`config.mk`:
```
export PLATFORM = sky130hd
export DESIGN_NAME = uart_rx
export DESIGN_NICKNAME = d
export VERILOG_FILES = /design/src/rtl/uart_rx.sv
export SDC_FILE = /design/constraint.sdc
export NUM_CORES = 1
export LEC_CHECK = 0
export CAP_MARGIN = 10
export CORE_ASPECT_RATIO = 0.8
export CORE_MARGIN = 3
export CORE_UTILIZATION = 40
export DETAILED_ROUTE_END_ITERATION = 7
export SLEW_MARGIN = 25
export SYNTH_ARGS = -nofsm -noshare
export SYNTH_HDL_FRONTEND = slang
export SYNTH_SLANG_ARGS = --single-unit
export TNS_END_PERCENT = 1
```
`constraint.sdc`:
```
create_clock -name clk -period 3.1 [get_ports clk]
set_clock_uncertainty 0.15 [all_clocks]
set_input_delay 0.62 -clock clk [delete_from_list [all_inputs] [get_ports clk]]
set_output_delay 0.62 -clock clk [all_outputs]
set_load 0.01 [all_outputs]
```
`src/rtl/uart_rx.sv`:
```
// UART receiver: oversampled by clks_per_bit, LSB-first data, one start and one stop bit.
// Every sample point is timed from the centre of the start bit.
module uart_rx #(
  parameter int DATA_WIDTH = 8
) (
  input  logic                  clk,
  input  logic                  rstn,
  input  logic [12:0]           clks_per_bit,
  input  logic                  rx,
  output logic [DATA_WIDTH-1:0] data_out,
  output logic                  valid,
  output logic                  frame_err,
  output logic                  busy
);

  localparam int IDX_W = $clog2(DATA_WIDTH + 1);

  typedef enum logic [2:0] {
    IDLE,
    START,
    DATA,
    STOP,
    WAIT_HIGH
  } state_e;

  state_e                state_q, state_d;
  logic                  rx_meta_q, rxs_q;
  logic [12:0]           cpb_q, cpb_d;
  logic [12:0]           cnt_q, cnt_d;
  logic [IDX_W-1:0]      bit_idx_q, bit_idx_d;
  logic [DATA_WIDTH-1:0] shift_q, shift_d;
  logic [DATA_WIDTH-1:0] data_out_q, data_out_d;
  logic                  valid_q, valid_d;
  logic                  frame_err_q, frame_err_d;

  logic [12:0]           half_tgt;
  logic [12:0]           bit_tgt;
  logic [DATA_WIDTH:0]   shift_in;

  // Targets are compared with ==, and the counter only advances while below
  // them, so even a tiny latched period (wrapping to 8191) still terminates.
  assign half_tgt = (cpb_q >> 1) - 13'd1;
  assign bit_tgt  = cpb_q - 13'd1;
  assign shift_in = {rxs_q, shift_q};

  always_comb begin
    // NOTE: every combinational output gets a default first so no path can infer a latch.
    state_d     = state_q;
    cpb_d       = cpb_q;
    cnt_d       = cnt_q + 13'd1;
    bit_idx_d   = bit_idx_q;
    shift_d     = shift_q;
    data_out_d  = data_out_q;
    valid_d     = 1'b0;
    frame_err_d = 1'b0;

    unique case (state_q)
      IDLE: begin
        cnt_d = '0;
        if (!rxs_q) begin
          state_d   = START;
          cpb_d     = clks_per_bit;
          bit_idx_d = '0;
        end
      end

      START: begin
        if (cnt_q == half_tgt) begin
          cnt_d   = '0;
          state_d = rxs_q ? IDLE : DATA;
        end
      end

      DATA: begin
        if (cnt_q == bit_tgt) begin
          cnt_d     = '0;
          shift_d   = shift_in[DATA_WIDTH:1];
          bit_idx_d = bit_idx_q + 1'b1;
          if (bit_idx_q == IDX_W'(DATA_WIDTH - 1)) begin
            state_d = STOP;
          end
        end
      end

      STOP: begin
        if (cnt_q == bit_tgt) begin
          cnt_d = '0;
          if (rxs_q) begin
            valid_d    = 1'b1;
            data_out_d = shift_q;
            state_d    = IDLE;
          end else begin
            frame_err_d = 1'b1;
            state_d     = WAIT_HIGH;
          end
        end
      end

      WAIT_HIGH: begin
        // A held-low break sits here, so it reports only the one frame error.
        cnt_d = '0;
        if (rxs_q) begin
          state_d = IDLE;
        end
      end

      default: begin
        cnt_d   = '0;
        state_d = IDLE;
      end
    endcase
  end

  always_ff @(posedge clk) begin
    // NOTE: sequential state uses non-blocking assignments so all flops update together.
    if (!rstn) begin
      rx_meta_q   <= 1'b1;
      rxs_q       <= 1'b1;
      state_q     <= IDLE;
      cpb_q       <= '0;
      cnt_q       <= '0;
      bit_idx_q   <= '0;
      shift_q     <= '0;
      data_out_q  <= '0;
      valid_q     <= 1'b0;
      frame_err_q <= 1'b0;
    end else begin
      rx_meta_q   <= rx;
      rxs_q       <= rx_meta_q;
      state_q     <= state_d;
      cpb_q       <= cpb_d;
      cnt_q       <= cnt_d;
      bit_idx_q   <= bit_idx_d;
      shift_q     <= shift_d;
      data_out_q  <= data_out_d;
      valid_q     <= valid_d;
      frame_err_q <= frame_err_d;
    end
  end

  assign data_out  = data_out_q;
  assign valid     = valid_q;
  assign frame_err = frame_err_q;
  assign busy      = (state_q != IDLE);

endmodule

```
* After elaboration in Yosys (flattened, before gate mapping)
Cells that the tools add are included.
W data, S select, Z words.
** Storage, ports and cells
- Output and inout bits :: 11
- Register bits after elaboration :: 53
- Logic and storage cells :: 55
** Operators by class
- Muxes and demuxes :: 17
- Bitwise logic cells :: 1
- Add/sub/neg operators :: 4
- Reduce and logical (&&, ||, !) cells :: 10
- Eq/ne operators :: 13
** Operator list (number)
- $eq A13 B13 Y1 :: 2
- $mux W13 :: 2
- $pmux W13 S2 :: 1
- $mux W3 :: 7
- $pmux W3 S5 :: 1
- $add A13 B1 Y13 const B :: 1
- $sub A12 B1 Y13 const B :: 1
- $sub A13 B1 Y13 const B :: 1
- $ne A2 B2 Y1 const B :: 6
- $reduce_and A3 Y1 :: 3
- $mux W4 :: 2
- $pmux W4 S2 :: 1
- $eq A3 B2 Y1 const B :: 2
- $reduce_and A6 Y1 :: 1
- $add A4 B1 Y4 const B :: 1
- $eq A4 B3 Y1 const B :: 1
- $reduce_and A2 Y1 :: 2
- $eq A3 B1 Y1 const B :: 1
- $eq A3 B3 Y1 const B :: 1
- $logic_not A3 Y1 :: 1
- $reduce_bool A3 Y1 :: 1
- $mux W1 :: 2
- $mux W2 :: 1
- $reduce_bool A2 Y1 :: 1
- 2 further kinds :: 2

* Logic depth before layout (Yosys ltp)
- Depth in word-level cells :: 4
- Depth in mapped cells :: 12
- Depth with buffers taken out :: 9

* Worst setup path before layout
Ideal clock, no wire load.
- Path type :: reg-to-reg
- Start :: register cpb_q[2]
- End :: register cnt_q[12]
- Slack :: 0.368 ns
- Setup time :: 0.130 ns
- Stages on the path, launching flop included :: 13
- Arrival :: 2.452 ns
- Path buffers :: 3
- Clock period less this slack :: 2.732 ns
- Cell sequence :: dfxtp_1 > clkbuf_2 > inv_1 > ha_1 > buf_2 > nor2b_1 > and3_1 > o21a_1 > a211o_1 > a2111oi_4 > a2bb2oi_2 > buf_6 > nor3_1
** On the way
- Cells in the longest elaborated chain, start to end :: 4
- Elaborated cells between the ends (all ways) :: 7
- Those cells by class :: add/sub (2); eq/ne (2); mux (3)
** Ends and longest elaborated chain
- start, declared :: line 28 : logic [12:0] cpb_q, cpb_d;
- start signal, assigned :: line 131 : cpb_q <= cpb_d;
- $sub A13 B1 Y13 / $sub A12 B1 Y13 (equally long branches) :: line 43, 42
- $eq A13 B13 Y1, on equally long branches :: line 75, 86, 68
- $mux W13, on equally long branches :: line 75, 86, 68
- $pmux W13 S2 (*) :: line 57 : unique case (state_q)
- end signal, assigned :: line 132 : cnt_q <= cnt_d;
- end, declared :: line 29 : logic [12:0] cnt_q, cnt_d;
Mark *: on every way between the ends. The rest lies on a longest branch, timed or not.
A chain may end at the register's enable or synchronous reset.

* Final worst setup path
- Start :: register cpb_q[2]
- End :: register cnt_q[9]
Same word-level chain as after synthesis.

==> metrics.md <==
| Metric | Value |
|---|---|
| Fraction of layout cells with a size suffix above 1 | 0.09320 |
| Final worst slack | ~190 ps |
| Outcome | finished clean |
| Cells after Synth | 370 |
| Slew HR | 0.6020 |
| Main combinational cell family by area after synthesis | simple AND/OR/NAND/NOR gates |
| Die Span X | 103.6 µm |
| Kind of start point of the critical path | flop |
| Clock-pin slew on the worst setup and hold paths | between 100 and 150 ps |
| Final setup TNS | 0 ps |
| Max Cap Viol | 0 |
| # H-tree levels | 2 |
| Clock Latency Late Sink | 310 ps |
| Port bufs | 26 |
| Largest net degree at the start of global routing | 26 |
| Global-route usage over all layers | 0.1731 |
| Busiest grt layer | met1 |
| Synth area leaders | dfxtp_1 (35%), xnor2_1 (7.2%), nand2_1 (6.5%) |
| Number of synthesized flops with an enable pin | 0 |
| Post-synth top cells | dfxtp_1 (53), nand2_1 (53), xnor2_1 (25) |
| Setup bufs post-CTS | 0 |
| Mean cell area of the mapped netlist | between 8 and 9 µm² |
| Detailed Routing Iterations Pass 1 | 4 |
| Met2 GRT Util | 0.2530 |
| Area leader, netlist | dfxtp_1 |
| Routed vias/inst | roughly 5.4 |
| Met1 usage in global routing | 0.2656 |
| Worst Max-Slew Pin Slew | roughly 600 ps |
| Dominant synthesized flop cell | dfxtp_1 |
| Root buf cell | clkbuf_8 |
| First-pass GRT wire length | approximately 13000 µm |
| Simple-gate share of the synthesized area | 0.2617 |
| Power per cell area | about 360 nW/µm² |
| Required @ worst endpoint | approximately 3100 ps |
| Diodes inserted | 0 |
| Fin area | between 3000 and 4000 µm² |
| FMAX | about 0.34 GHz |
| Post-synthesis mux area share | 0.04635 |
| I/O pin count | 27 |
| CTS Hold Bufs | 0 |
| # setup viols final | 0 |
| Total CTS buffers | 5 |
| TritonCTS clock tree | done |
| FILL cells | between 700 and 800 |
| Area Growth Syn to Fin | 16.65% |
| DRT antenna net count | 0 |
| Post-Synth Adder-Cell Area | 0.01641 |
| # DRC | 0 |
| Nets@finish | roughly 420 |
| Clock tree buffer depth | 2 |
| CTS sink count | 53 |
| Post-synth top area share | 0.3478 |
| Static leakage | 1.315 nW |
| Ys async rst share | 0 |
| GR met3 Demand/Resource | 0.02784 |
| RSZ-0062 raised after global routing | no |
| Core box area | ~7000 µm² |
| Complex-gate fraction of the synthesized area | 0.1616 |
| Initial core utilization | 0.4279 |
| # rows | 27 |
| DP Wirelength | between 5000 and 6000 µm |
| Fin crit period | 2914 ps |
| Post-Syn Area | just over 3000 µm² |
| Avg WL per Cell | 14.98 µm |
| Die ar. | just under 9000 µm² |
| Hold Vio Cnt, Final | 0 |
| Total Wirelength | between 7000 and 8000 µm |
| Arrival @ worst endpoint | about 2900 ps |
| Antenna violations before repair | 0 |
| DR iter-0 viols | 110 |
| Die Y | 84.11 µm |
| DP Area | 3466 µm² |
| Syn nets | between 300 and 400 |
| Seq cells post-synth | 53 |
| Ys Warns | 0 |
| Tcrit/Tclk final | 0.9400 |
| Vias in the first global route | about 2.5k |
| Max rail drop VDD | about 0.2 mV |
| Worst setup EP type | flop |
| Max Slew Vio Count | 0 |
| CP Max Fanout | 13 |
| Netlist cell types | just over 60 |
| Grt ovf | 0 |
| XOR/XNOR share of the synthesized area | 0.1034 |
| Seq/Total Area, Yosys | 0.3478 |
| Setup Crit Path Kind | reg -> reg |
| DR vias | approximately 2.7k |
| Dpl ws | around 110 ps |
| Total power | approximately 1.3 mW |
| Global placement routability congestion | between 0.8 and 0.9 |
| Hold crit path type | reg -> reg |
| Post-CTS sizing | 0 |
## cells in the final DEF, fill, tap and decap left out, drive strengths merged, types with 3 or more instances in the layout
cell type	synthesis	layout
nand2	53	53
dfxtp	53	53
clkdlybuf4s50	0	26
xnor2	25	25
a21oi	24	24
buf	9	18
nor3	17	17
nand4	17	17
nand3	16	16
nor2	14	14
o21ai	14	14
mux2i	13	13
xor2	11	11
inv	10	10
and3	7	7
clkbuf	16	6
or3	6	6
nand2b	5	5
nor4	5	5
and2	4	4
ha	4	4
o21a	3	3
o211ai	3	3
a31oi	3	3
and4	3	3
a2111oi	3	3
## where the power goes
part	switching, mW	internal (mW)
logic	0.105	0.0935
registers	0.0151	0.689
clock network	0.236	0.160
## metrics by stage
| step | cells | util | hold slack (ps) |
|---|---|---|---|
| after floorplan | 370 | - | 236.3 |
| after global placement | 490 | 0.4862 | 242.5 |
| after detailed placement | 490 | 0.4862 | 241.7 |
| after CTS | 498 | 0.4985 | 267.2 |
| after global routing | 498 | 0.4992 | 298.9 |
| final | 498 | 0.4992 | 266.2 |
## final timing paths
| path | start | end | slack [ps] | depth (start not counted) |
|---|---|---|---|---|
| setup reg to reg | cpb_q[2]$_SDFFE_PN0P_ | cnt_q[9]$_SDFF_PN0_ | 190 | 10 |
| hold reg to reg | rx_meta_q$_SDFF_PN1_ | rxs_q$_SDFF_PN1_ | 270 | 1 |
| setup / recovery | cpb_q[2]$_SDFFE_PN0P_ | cnt_q[9]$_SDFF_PN0_ | 190 | 10 |
| hold / removal | rx_meta_q$_SDFF_PN1_ | rxs_q$_SDFF_PN1_ | 270 | 1 |
## state kept, by name, indices dropped and copies added (netlist names)
signal     flops
state_q        3
valid          1
frame_err      1
shift_q        8
bit_idx_q      4
rx_meta_q      1
cnt_q         13
cpb_q         13
rxs_q          1
data_out       8
## layer usage
metal  vias up  part of all wire
li1       1370                 -
met1      1264              0.52
met2        68              0.40
met3         8             0.065
met4         0             0.011
met5         -                 0
## layout make-up
class / count / area (µm²) / share of cell area
well taps: 101 / 126.4 / 0.03551
inverters: 11 / 41.29 / 0.01160
multi-input cells: 281 / 1809 / 0.5084
clock buffers: 6 / 72.57 / 0.02039
clock inverters: 2 / 15.01 / 0.004219
flip-flops and latches: 53 / 1061 / 0.2982
repair buffers: 44 / 432.9 / 0.1217
## worst max-delay path: stages, from the launching register on
cell and delay (ps):
dfxtp_1 480, inv_1 80, ha_2 250, nor2b_2 190, and3_1 230, o21a_1 190, a211o_1 310, a2111oi_4 450
a2bb2oi_2 240, buf_12 160, nor3_1 50
## kinds of logic after synthesis
logic type	after synthesis
simple gates	155
flops	53
compound gates	72
mux	14
xor+xnor	36
fa+ha+maj	4
buf+inv	36
Power figures use the tool's default switching activity.
